## config.mk

```make
export PLATFORM = sky130hd
export DESIGN_NAME = id_lexer_flat
export DESIGN_NICKNAME = d
export VERILOG_FILES = /design/src/rtl/id_lexer_pkg.sv /design/src/rtl/id_lexer_if.sv /design/src/rtl/id_lexer_char_class.sv /design/src/rtl/id_lexer.sv /design/src/flat_wrapper.sv
export SDC_FILE = /design/constraint.sdc
export NUM_CORES = 1
export LEC_CHECK = 0
export BUFFER_PORTS_ARGS = -buffer_cell sky130_fd_sc_hd__buf_2
export CAP_MARGIN = 20
export CELL_PAD_IN_SITES_DETAIL_PLACEMENT = 0
export CELL_PAD_IN_SITES_GLOBAL_PLACEMENT = 1
export CORE_MARGIN = 2
export CORE_UTILIZATION = 41
export CTS_CLUSTER_SIZE = 24
export DETAILED_ROUTE_END_ITERATION = 8
export GPL_TIMING_DRIVEN = 0
export PLACE_DENSITY_LB_ADDON = 0.1
export SETUP_SLACK_MARGIN = 0.5
export SLEW_MARGIN = 30
export SYNTH_ARGS = -nofsm -noshare
export SYNTH_HDL_FRONTEND = slang
export SYNTH_HIERARCHICAL = 1
export SYNTH_SLANG_ARGS = --single-unit
```

## constraint.sdc

```tcl
create_clock -name clk -period 3.4 [get_ports clk]
set_input_delay 0.68 -clock clk [delete_from_list [all_inputs] [get_ports clk]]
set_output_delay 0.68 -clock clk [all_outputs]
set_load 0.02 [all_outputs]
```

## src/rtl/id_lexer_pkg.sv

```systemverilog
// Shared types for the identifier lexer: character classes, token codes,
// lexer states and the ASCII constants used by the classifier.
package id_lexer_pkg;

    typedef enum logic [1:0] {
        CC_ALPHA = 2'd0,
        CC_DIGIT = 2'd1,
        CC_DELIM = 2'd2,
        CC_OTHER = 2'd3
    } char_class_e;

    typedef enum logic [1:0] {
        TOK_NONE   = 2'd0,
        TOK_IDENT  = 2'd1,
        TOK_NUMBER = 2'd2,
        TOK_ERROR  = 2'd3
    } tok_type_e;

    typedef enum logic [1:0] {
        ST_IDLE  = 2'd0,
        ST_IDENT = 2'd1,
        ST_NUM   = 2'd2,
        ST_BAD   = 2'd3
    } lex_state_e;

    localparam logic [7:0] ASCII_SPACE      = 8'h20;
    localparam logic [7:0] ASCII_TAB        = 8'h09;
    localparam logic [7:0] ASCII_LF         = 8'h0A;
    localparam logic [7:0] ASCII_CR         = 8'h0D;
    localparam logic [7:0] ASCII_COMMA      = 8'h2C;
    localparam logic [7:0] ASCII_SEMI       = 8'h3B;
    localparam logic [7:0] ASCII_UNDERSCORE = 8'h5F;
    localparam logic [7:0] ASCII_0          = 8'h30;
    localparam logic [7:0] ASCII_9          = 8'h39;
    localparam logic [7:0] ASCII_UC_A       = 8'h41;
    localparam logic [7:0] ASCII_UC_Z       = 8'h5A;
    localparam logic [7:0] ASCII_LC_A       = 8'h61;
    localparam logic [7:0] ASCII_LC_Z       = 8'h7A;

    // Transition on a non-delimiter character; delimiters are handled by the caller.
    function automatic lex_state_e step_state(lex_state_e st, char_class_e cc);
        lex_state_e nxt;
        nxt = ST_BAD;
        case (st)
            ST_IDLE:  nxt = (cc == CC_ALPHA) ? ST_IDENT :
                            (cc == CC_DIGIT) ? ST_NUM : ST_BAD;
            ST_IDENT: nxt = (cc == CC_ALPHA || cc == CC_DIGIT) ? ST_IDENT : ST_BAD;
            ST_NUM:   nxt = (cc == CC_DIGIT) ? ST_NUM : ST_BAD;
            default:  nxt = ST_BAD;
        endcase
        return nxt;
    endfunction

    function automatic tok_type_e tok_of(lex_state_e st, logic ovf);
        tok_type_e t;
        t = TOK_NONE;
        if (st == ST_BAD || (st != ST_IDLE && ovf)) t = TOK_ERROR;
        else if (st == ST_IDENT)                     t = TOK_IDENT;
        else if (st == ST_NUM)                       t = TOK_NUMBER;
        return t;
    endfunction

endpackage

```

## src/rtl/id_lexer_if.sv

```systemverilog
// Character stream in, token records and counters out.
interface id_lexer_if #(
    parameter int LEN_W = 5,
    parameter int CNT_W = 8
);
    logic             in_valid;
    logic [7:0]       in_char;
    logic             in_last;
    logic             tok_valid;
    logic [1:0]       tok_type;
    logic [LEN_W-1:0] tok_len;
    logic             match;
    logic [CNT_W-1:0] id_cnt;
    logic [CNT_W-1:0] num_cnt;
    logic [CNT_W-1:0] err_cnt;

    modport master (
        output in_valid, in_char, in_last,
        input  tok_valid, tok_type, tok_len, match, id_cnt, num_cnt, err_cnt
    );

    modport slave (
        input  in_valid, in_char, in_last,
        output tok_valid, tok_type, tok_len, match, id_cnt, num_cnt, err_cnt
    );
endinterface

```

## src/rtl/id_lexer_char_class.sv

```systemverilog
// Combinational ASCII classifier: ALPHA / DIGIT / DELIM / OTHER.
module char_class
    import id_lexer_pkg::*;
#(
    parameter bit ALLOW_UNDERSCORE = 1'b1
) (
    input  logic [7:0]  ch,
    output char_class_e cls
);

    always_comb begin
        cls = CC_OTHER;
        if ((ch >= ASCII_UC_A && ch <= ASCII_UC_Z) ||
            (ch >= ASCII_LC_A && ch <= ASCII_LC_Z) ||
            (ALLOW_UNDERSCORE && ch == ASCII_UNDERSCORE)) begin
            cls = CC_ALPHA;
        end else if (ch >= ASCII_0 && ch <= ASCII_9) begin
            cls = CC_DIGIT;
        end else if (ch == ASCII_SPACE || ch == ASCII_TAB || ch == ASCII_LF ||
                     ch == ASCII_CR || ch == ASCII_COMMA || ch == ASCII_SEMI) begin
            cls = CC_DELIM;
        end
    end

endmodule

```

## src/rtl/id_lexer.sv

```systemverilog
// Streaming tokenizer: splits characters on delimiters, emits one-cycle
// token records (IDENT / NUMBER / ERROR) and keeps saturating per-class counts.
//
//   state    | meaning
//   ST_IDLE  | no open token
//   ST_IDENT | open token is letters/digits starting with a letter
//   ST_NUM   | open token is digits only
//   ST_BAD   | open token contains an illegal sequence
module id_lexer
    import id_lexer_pkg::*;
#(
    parameter int MAX_LEN          = 16,
    parameter int CNT_W            = 8,
    parameter bit ALLOW_UNDERSCORE = 1'b1
) (
    input  logic        clk,
    input  logic        rst_n,
    id_lexer_if.slave   bus
);

    localparam int LEN_W = $clog2(MAX_LEN + 1);
    localparam logic [LEN_W-1:0] LEN_MAX = LEN_W'(MAX_LEN);
    localparam logic [CNT_W-1:0] CNT_SAT = {CNT_W{1'b1}};

    lex_state_e       state, state_nxt, cons_state;
    char_class_e      cls;
    logic             is_delim, emit;
    logic [LEN_W-1:0] len_q, len_nxt, cons_len;
    logic             ovf_q, ovf_nxt, cons_ovf;
    tok_type_e        emit_type;

    logic             tok_valid_q;
    tok_type_e        tok_type_q;
    logic [LEN_W-1:0] tok_len_q;
    logic             match_q;
    logic [CNT_W-1:0] id_cnt_q, num_cnt_q, err_cnt_q;

    char_class #(.ALLOW_UNDERSCORE(ALLOW_UNDERSCORE)) u_class (
        .ch  (bus.in_char),
        .cls (cls)
    );

    assign is_delim = (cls == CC_DELIM);

    always_ff @(posedge clk) begin
        if (!rst_n) state <= ST_IDLE;
        else        state <= state_nxt;
    end

    // cons_state is the state after the character is absorbed, before any close.
    always_comb begin
        cons_state = state;
        if (!is_delim) cons_state = step_state(state, cls);
        emit = bus.in_valid && (cons_state != ST_IDLE) && (is_delim || bus.in_last);
        state_nxt = state;
        if (bus.in_valid) state_nxt = emit ? ST_IDLE : cons_state;
    end

    always_comb begin
        cons_len = len_q;
        cons_ovf = ovf_q;
        if (!is_delim) begin
            if (state == ST_IDLE) begin
                cons_len = LEN_W'(1);
                cons_ovf = 1'b0;
            end else if (len_q == LEN_MAX) begin
                cons_ovf = 1'b1;
            end else begin
                cons_len = len_q + 1'b1;
            end
        end
        emit_type = tok_of(cons_state, cons_ovf);
        len_nxt   = len_q;
        ovf_nxt   = ovf_q;
        if (bus.in_valid) begin
            len_nxt = emit ? '0   : cons_len;
            ovf_nxt = emit ? 1'b0 : cons_ovf;
        end
    end

    always_ff @(posedge clk) begin
        if (!rst_n) begin
            len_q       <= '0;
            ovf_q       <= 1'b0;
            tok_valid_q <= 1'b0;
            tok_type_q  <= TOK_NONE;
            tok_len_q   <= '0;
            match_q     <= 1'b0;
            id_cnt_q    <= '0;
            num_cnt_q   <= '0;
            err_cnt_q   <= '0;
        end else begin
            len_q       <= len_nxt;
            ovf_q       <= ovf_nxt;
            tok_valid_q <= emit;
            match_q     <= (state_nxt == ST_IDENT) && !ovf_nxt;
            if (emit) begin
                tok_type_q <= emit_type;
                tok_len_q  <= cons_len;
                case (emit_type)
                    TOK_IDENT:  if (id_cnt_q  != CNT_SAT) id_cnt_q  <= id_cnt_q  + 1'b1;
                    TOK_NUMBER: if (num_cnt_q != CNT_SAT) num_cnt_q <= num_cnt_q + 1'b1;
                    TOK_ERROR:  if (err_cnt_q != CNT_SAT) err_cnt_q <= err_cnt_q + 1'b1;
                    default: ;
                endcase
            end
        end
    end

    assign bus.tok_valid = tok_valid_q;
    assign bus.tok_type  = tok_type_q;
    assign bus.tok_len   = tok_len_q;
    assign bus.match     = match_q;
    assign bus.id_cnt    = id_cnt_q;
    assign bus.num_cnt   = num_cnt_q;
    assign bus.err_cnt   = err_cnt_q;

endmodule
```

## src/flat_wrapper.sv

```systemverilog
// flat-port wrapper written by rule: the top's interface ports become plain ports
module id_lexer_flat import id_lexer_pkg::*;
#(
    parameter int MAX_LEN          = 16,
    parameter int CNT_W            = 8,
    parameter bit ALLOW_UNDERSCORE = 1'b1
)
  (clk, rst_n, bus_in_valid, bus_in_char, bus_in_last, bus_tok_valid, bus_tok_type, bus_tok_len, bus_match, bus_id_cnt, bus_num_cnt, bus_err_cnt);
  id_lexer_if #(.CNT_W(CNT_W)) bus_i ();
  input  logic clk;
  input  logic rst_n;
  input wire logic [$bits(bus_i.in_valid)-1:0] bus_in_valid;
  input wire logic [$bits(bus_i.in_char)-1:0] bus_in_char;
  input wire logic [$bits(bus_i.in_last)-1:0] bus_in_last;
  output wire logic [$bits(bus_i.tok_valid)-1:0] bus_tok_valid;
  output wire logic [$bits(bus_i.tok_type)-1:0] bus_tok_type;
  output wire logic [$bits(bus_i.tok_len)-1:0] bus_tok_len;
  output wire logic [$bits(bus_i.match)-1:0] bus_match;
  output wire logic [$bits(bus_i.id_cnt)-1:0] bus_id_cnt;
  output wire logic [$bits(bus_i.num_cnt)-1:0] bus_num_cnt;
  output wire logic [$bits(bus_i.err_cnt)-1:0] bus_err_cnt;
  assign bus_i.in_valid = bus_in_valid;
  assign bus_i.in_char = bus_in_char;
  assign bus_i.in_last = bus_in_last;
  assign bus_tok_valid = bus_i.tok_valid;
  assign bus_tok_type = bus_i.tok_type;
  assign bus_tok_len = bus_i.tok_len;
  assign bus_match = bus_i.match;
  assign bus_id_cnt = bus_i.id_cnt;
  assign bus_num_cnt = bus_i.num_cnt;
  assign bus_err_cnt = bus_i.err_cnt;
  id_lexer #(.MAX_LEN(MAX_LEN), .CNT_W(CNT_W), .ALLOW_UNDERSCORE(ALLOW_UNDERSCORE)) u_core (.clk(clk), .rst_n(rst_n), .bus(bus_i));
endmodule
```

==> results.toml, run 1 <==
[sta]
worst_clock_skew_ps = 8.20
post-route-period-util = 0.829
fmax_mhz = 355
period_needed_ps = 2820
setup_viol = 0
rsz0062_at_grt = "yes"
setup_tns_ps = 0
slew_headroom = 0.571
slew_viol_final = 0
max_slew.worst_pin.slew_ps = 644
finalHoldViolations = 0
worst_slack_ps = 581

[synthesis]
synth_edf_count = 0
synth_area_um2 = 2280
synth-seq-area-share = 0.360
synth_area_per_cell_um2 = 8.50
synth_nets = 285
synth-async-reset-ratio = 0
yosysUniqueCellTypes = 54
synthFlopType = "dfxtp_1"
syn_inst = 268
yosys_warnings = 6
ys_seq_elements = 41

[power_and_ir_drop]
combPwrFrac = 0.193
power_mw = 1.21
power.switching_uw = 328
pwr-share-clk = 0.388
seq_power_share = 0.419
p_int_uw = 885
power.density_nw_per_um2 = 401
leakagePower_nw = 1.24
irDropWorstVdd_v = 0.000327
switching_share = 0.270

[global_routing]
grt_pass1_wl_um = 8970
grt_start_max_net_pins = 14
track_usage = 0.182
antenna_found_initial = 0
overflow = 0
grt_pass1_vias = 1892

[place]
place_congestion = 0.845
dp_slack_ps = -47.0
placedInstanceArea_um2 = 2600
dp_hpwl_um = 3900
portBuffers = 43
dp_cells = 383

[worst_setup_path]
critical-path-top-delay-family = "compound AO/OA/AOI/OAI gates"
required_ps = 3560
cp_num_buf_inv = 2
worstPathCellList = "buf_12 -> nor4_4 -> a31oi_1 -> o221a_1 -> a41oi_4 -> nor2b_1 -> a211o_1 -> buf_6 -> nor4_1 -> xnor2_1 -> nor2_1"
cp.arrival_ps = 2980
critPathSlowestCell = "a41oi_4"
path_max_fanout = 7
start_kind = "primary input"
endpoint_kind = "register"
critPathKind = "in -> reg"
cp_slowest_stage_delay_ps = 370

[layout]
fill_cells = 534
fin_area_um2 = 3030
fin_cells = 405
nets = 349
antenna_cells = 0
area_delta_synth_final_pct = 32.8
final_cell_mix = "buf_2 (43), dfxtp_1 (41), nand2_1 (25)"
drive_gt1_frac = 0.297
final_common_cell = "buf_2"

[floorplanning]
coreArea_um2 = 5440
ios = 45
placementRows = 27
die_w_um = 78.5
die_area_um2 = 6170
initial_core_util = 0.419
fp.dieH_um = 78.5

[drt]
dr.pass1.iters = 5
vias = 2183
drt_iter0_drc = 62
drc = 0
drt.antenna.violating_nets = 0
drt_wl_total_um = 5800
via_per_inst = 5.39
wl_per_cell_um = 14.3

[cts]
clk_pin_slew_ps = 80
cts_root_buf = "clkbuf_8"
cts_tree = "built"
clk_path_buf_depth = 2
cts_sinks = 41
insertion_delay_ps = 300
h-tree-depth = 2
numCtsBuffers = 5

[min_path]
holdCritPathClass = "reg -> reg"

[flow_run]
drv_cap = 0

[run_status]
status = "completed"
-- cell usage after synthesis, types with 3 or more instances --
cell type | count | area [µm²]
nand3_1 | 15 | 75.1
nor2_1 | 21 | 78.8
a211oi_1 | 4 | 30.0
ha_1 | 5 | 62.6
dfxtp_1 | 41 | 821
o31ai_1 | 3 | 22.5
and4_1 | 3 | 26.3
a21oi_1 | 14 | 70.1
a2bb2oi_1 | 3 | 26.3
or3_1 | 3 | 18.8
nor4_2 | 3 | 37.5
nor3_1 | 10 | 50.1
a211o_1 | 3 | 26.3
and2_1 | 4 | 25.0
nand2b_1 | 13 | 81.3
xnor2_1 | 7 | 61.3
nand2_1 | 25 | 93.8
o21ai_0 | 12 | 60.1
mux2i_1 | 8 | 80.1
clkbuf_1 | 5 | 18.8
inv_1 | 13 | 48.8
nor2b_1 | 4 | 25.0
nand4_1 | 6 | 37.5
buf_2 | 3 | 15.0
nor4_1 | 3 | 18.8
-- layer usage --
layer	global-route usage	vias to the layer above	wire (µm)
li1	-	1107	-
met5	0	-	0
met2	0.285	36	2730
met4	0.0474	0	36
met3	0.0414	4	221
met1	0.253	1036	2810
-- sequential cells by signal (all words and copies together), names as in the netlist --
signal                flops
u_core/bus.tok_len        5
u_core/bus.num_cnt        8
u_core/bus.match          1
u_core/ovf_q              1
u_core/bus.tok_valid      1
u_core/state              2
u_core/bus.id_cnt         8
u_core/bus.tok_type       2
u_core/len_q              5
u_core/bus.err_cnt        8
-- power groups by stage --
| stage | clock [mW] | combinational (mW) | sequential (mW) |
|---|---|---|---|
| global placement | 0 | 0.180 | 0.519 |
| floorplan | 0 | 0.114 | 0.532 |
| detailed placement | 0 | 0.181 | 0.519 |
| global route | 0.504 | 0.255 | 0.511 |
| CTS | 0.484 | 0.193 | 0.508 |
| finish | 0.470 | 0.234 | 0.508 |
-- per-stage QoR --
stage | hold WS [ps] | utilization
2_1_floorplan | 484 | -
4_1_cts | 459 | 0.516
3_5_place_dp | 447 | 0.478
5_1_grt | 484 | 0.556
6_report | 456 | 0.556
3_3_place_gp | 443 | 0.478
-- final timing paths --
kind / end / slack (ps) / from / cells past startpoint
min: u_core/bus.tok_len[1]$_SDFFE_PN0P_ / 460 / u_core/bus.tok_len[1]$_SDFFE_PN0P_ / 2
max reg2reg: u_core/bus.id_cnt[2]$_SDFFE_PN0P_ / 1220 / u_core/len_q[0]$_SDFFE_PN0P_ / 8
max: u_core/bus.num_cnt[3]$_SDFFE_PN0P_ / 580 / bus_in_char[3] / 11
min reg2reg: u_core/bus.tok_len[1]$_SDFFE_PN0P_ / 460 / u_core/bus.tok_len[1]$_SDFFE_PN0P_ / 2
-- tightest hold or removal path, delay by kind of cell (launching register included) --
family | cells | cell delay [ps]
flops | 1 | 310
simple gates | 1 | 50
compound gates | 1 | 50
-- area by class of cell --
| cell class | instances | area, µm² | share of cell area |
|---|---|---|---|
| Buffer | 10 | 70.1 | 0.0232 |
| Tap cell | 72 | 90.1 | 0.0298 |
| Sequential cell | 41 | 821 | 0.271 |
| Multi-Input combinational cell | 204 | 1510 | 0.498 |
| Timing Repair Buffer | 57 | 357 | 0.118 |
| Clock buffer | 5 | 68.8 | 0.0227 |
| Clock inverter | 3 | 65.1 | 0.0215 |
| Inverter | 13 | 48.8 | 0.0161 |
-- cell families after synthesis --
kind of cell             after synthesis  synth area share
XOR/XNOR                               8            0.0308
AO/OA/AOI/OAI                         60             0.194
buffers and inverters                 23            0.0461
flip-flops                            41             0.360
multiplexers                           8            0.0351
adder cells (fa/ha/maj)                5            0.0275
AND/OR/NAND/NOR                      123             0.306
-- repair_timing --
item	in CTS	in global routing
buffers inserted	8	4
hold buffers	0	0
hold endpoints to repair	0	0
gates resized for setup	1	34
setup endpoints to repair	17	31
pin swaps	4	9
cloned	0	2
Power figures use the tool's default switching activity.
==> run 2, diff against run 1 <==
- ABC_AREA: default -> 1
- CORE_UTILIZATION: 41 -> 35
- clock period: 3.4 -> 2.4 ns (I/O delays scaled with it)
==> run 2 against run 1 <==
Global-route usage fell by 1.2 points. Clock skew is 1.3 ps lower. Worst hold slack improved by 6.7 ps. Critical path type unchanged. Clock power is 8.1% higher. First-iteration DRC count is 23% higher. Wire length increased by 9.4%. Sequential cell count unchanged. Combinational power rose by 71%. Synthesized cell count is 28% higher. Via count rose by 12%.
==> results.toml, run 2 <==
[run_status]
status = "completed"

[sta]
slew_viol_final = 0
post-route-period-util = 0.802
fin_hold_ws_ps = 462
period_needed_ps = 1930
setup_tns_ps = 0
slew_headroom = 0.518
worst_slack_ps = 474
finalHoldViolations = 0
fmax_mhz = 519
worst_clock_skew_ps = 6.87
max_slew.worst_pin.slew_ps = 723
setup_viol = 0
rsz0062_at_grt = "yes"

[power_and_ir_drop]
power.density_nw_per_um2 = 479
power_mw = 1.63
irDropWorstVdd_v = 0.000358
leakagePower_nw = 1.48

[synthesis]
ys_seq_elements = 41
synth_common_cells = "nand2_1 (86), dfxtp_1 (41), nand3_1 (37), a21oi_1 (35), nor2_1 (32)"
synth_area_leaders = "dfxtp_1 (35%), nand2_1 (14%), nand3_1 (7.9%), a21oi_1 (7.5%), nor2_1 (5.1%)"
synth_nets = 361
synth_area_um2 = 2350
synth-seq-area-share = 0.349
yosysTopAreaCell = "dfxtp_1"
synth_area_per_cell_um2 = 6.83
synth_edf_count = 0
syn_inst = 344
yosys_warnings = 6
synth-async-reset-ratio = 0
yosysTopAreaCellShare = 0.349
synthFlopType = "dfxtp_1"
yosysMostFrequentCell = "nand2_1"
yosysUniqueCellTypes = 32

[drt]
via_per_inst = 4.96
dr.pass1.iters = 4
drt_iter0_drc = 76
vias = 2454
drt.antenna.violating_nets = 0
drt_wl_total_um = 6350
wl_per_cell_um = 12.8
drc = 0

[cts]
insertion_delay_ps = 290
numCtsBuffers = 5
clk_pin_slew_ps = 80
cts_root_buf = "clkbuf_8"
cts_tree = "built"
cts_sinks = 41
clk_path_buf_depth = 2
h-tree-depth = 2

[place]
place_congestion = 0.794
dp_hpwl_um = 4250
placedInstanceArea_um2 = 2790
dp_cells = 464
dp_slack_ps = -55.0
portBuffers = 43

[floorplanning]
die_w_um = 86.0
initial_core_util = 0.366
placementRows = 29
die_area_um2 = 7390
fp.dieH_um = 86.0
ios = 45
coreArea_um2 = 6420

[worst_setup_path]
cp_num_buf_inv = 5
critPathSlowestCell = "a21oi_1"
cp.arrival_ps = 2150
endpoint_kind = "register"
worstPathCellList = "buf_12 -> nor2_4 -> nand2_2 -> nand2_2 -> nand2_4 -> nand2_2 -> nand2_2 -> inv_2 -> inv_2 -> nand2_4 -> nand3_4 -> nand2_4 -> nand2_8 -> nand2_8 -> buf_12 -> buf_4 -> nand4_1 -> a21oi_1"
path_max_fanout = 5
start_kind = "primary input"
required_ps = 2620
critical-path-top-delay-family = "simple AND/OR/NAND/NOR gates"
cp_slowest_stage_delay_ps = 170
cpMostUsedCell = "nand2_2"
critPathKind = "in -> reg"

[flow_run]
drv_cap = 0

[layout]
drive_gt1_frac = 0.352
nets = 434
multiInputGateArea_um2 = 1670
regArea_um2 = 821
fin_cells = 495
final_cell_mix = "nand2_1 (71), dfxtp_1 (41), buf_2 (38)"
fin_area_um2 = 3390
final_common_cell = "nand2_1"
fill_cells = 631
antenna_cells = 0
post-route-util = 0.529
area_delta_synth_final_pct = 44.4

[global_routing]
antenna_found_initial = 0
grt_pass1_vias = 2172
grt_start_max_net_pins = 13
overflow = 0
grt_pass1_wl_um = 10300
track_usage = 0.171

[min_path]
holdCritPathClass = "reg -> reg"
[run 2: cell count changes after synthesis, sizes merged, moves of 13 or more]
| cell | before | now |
|---|---|---|
| nand2 | 26 | 92 |
| a21oi | 14 | 39 |
| nand3 | 16 | 40 |
| inv | 13 | 35 |
| nor2 | 21 | 36 |
| nand2b | 13 | 0 |
[run 2: path summary, 6_finish.rpt]
kind                                       from                            endpoint  slack [ps]  cells past startpoint
min reg2reg  u_core/bus.tok_len[2]$_SDFFE_PN0P_  u_core/bus.tok_len[2]$_SDFFE_PN0P_         460                      2
max reg2reg        u_core/len_q[0]$_SDFFE_PN0P_  u_core/bus.num_cnt[0]$_SDFFE_PN0P_         600                     11
max                              bus_in_char[1]  u_core/bus.num_cnt[4]$_SDFFE_PN0P_         470                     18
min          u_core/bus.tok_len[2]$_SDFFE_PN0P_  u_core/bus.tok_len[2]$_SDFFE_PN0P_         460                      2
[run 2: metal layers]
metal / routed length [µm] / vias up / GRT usage / part of all wire
li1: - / 1275 / - / -
met1: 3110 / 1137 / 0.233 / 0.49
met2: 2970 / 38 / 0.277 / 0.47
met3: 215 / 4 / 0.0356 / 0.034
met4: 53 / 0 / 0.0390 / 0.0083
met5: 0 / - / 0 / 0
[run 2: where the power goes]
group / internal (mW) / switching, mW / total, mW
clock: 0.260 / 0.248 / 0.508
sequential: 0.700 / 0.0179 / 0.718
combinational: 0.167 / 0.232 / 0.400
[run 2: cell type report]
class | instances | area share
clock buffers | 7 | 0.0284
plain buffers | 7 | 0.0151
well taps | 77 | 0.0284
inverters | 36 | 0.0450
multi-input cells | 261 | 0.491
flip-flops and latches | 41 | 0.242
clock inverters | 1 | 0.00147
repair buffers | 65 | 0.149
[run 2: cells by family (layout without fill, tap and decap cells)]
| logic type | Yosys count | in the layout | synth area share |
|---|---|---|---|
| simple gates | 189 | 190 | 0.374 |
| buf+inv | 43 | 116 | 0.0713 |
| compound gates | 50 | 50 | 0.120 |
| flops | 41 | 41 | 0.349 |
| xor+xnor | 16 | 16 | 0.0596 |
| fa+ha+maj | 5 | 5 | 0.0266 |
[run 2: repair_timing]
action | CTS | global route
gates cloned | 1 | 0
pin swaps | 11 | 34
resized for setup | 27 | 53
buffers inserted | 13 | 9
hold buffers | 0 | 0
endpoints found under the setup margin | 34 | 39
[run 2: worst reg2reg max path, cell delays in order (launching register included)]
cell	delay [ps]
dfxtp_1	420
inv_1	80
ha_1	190
nand2_1	60
inv_1	70
nand3_4	90
nand2_4	80
buf_6	130
a21oi_4	230
nand3_4	150
o21ai_2	150
nor2_1	50
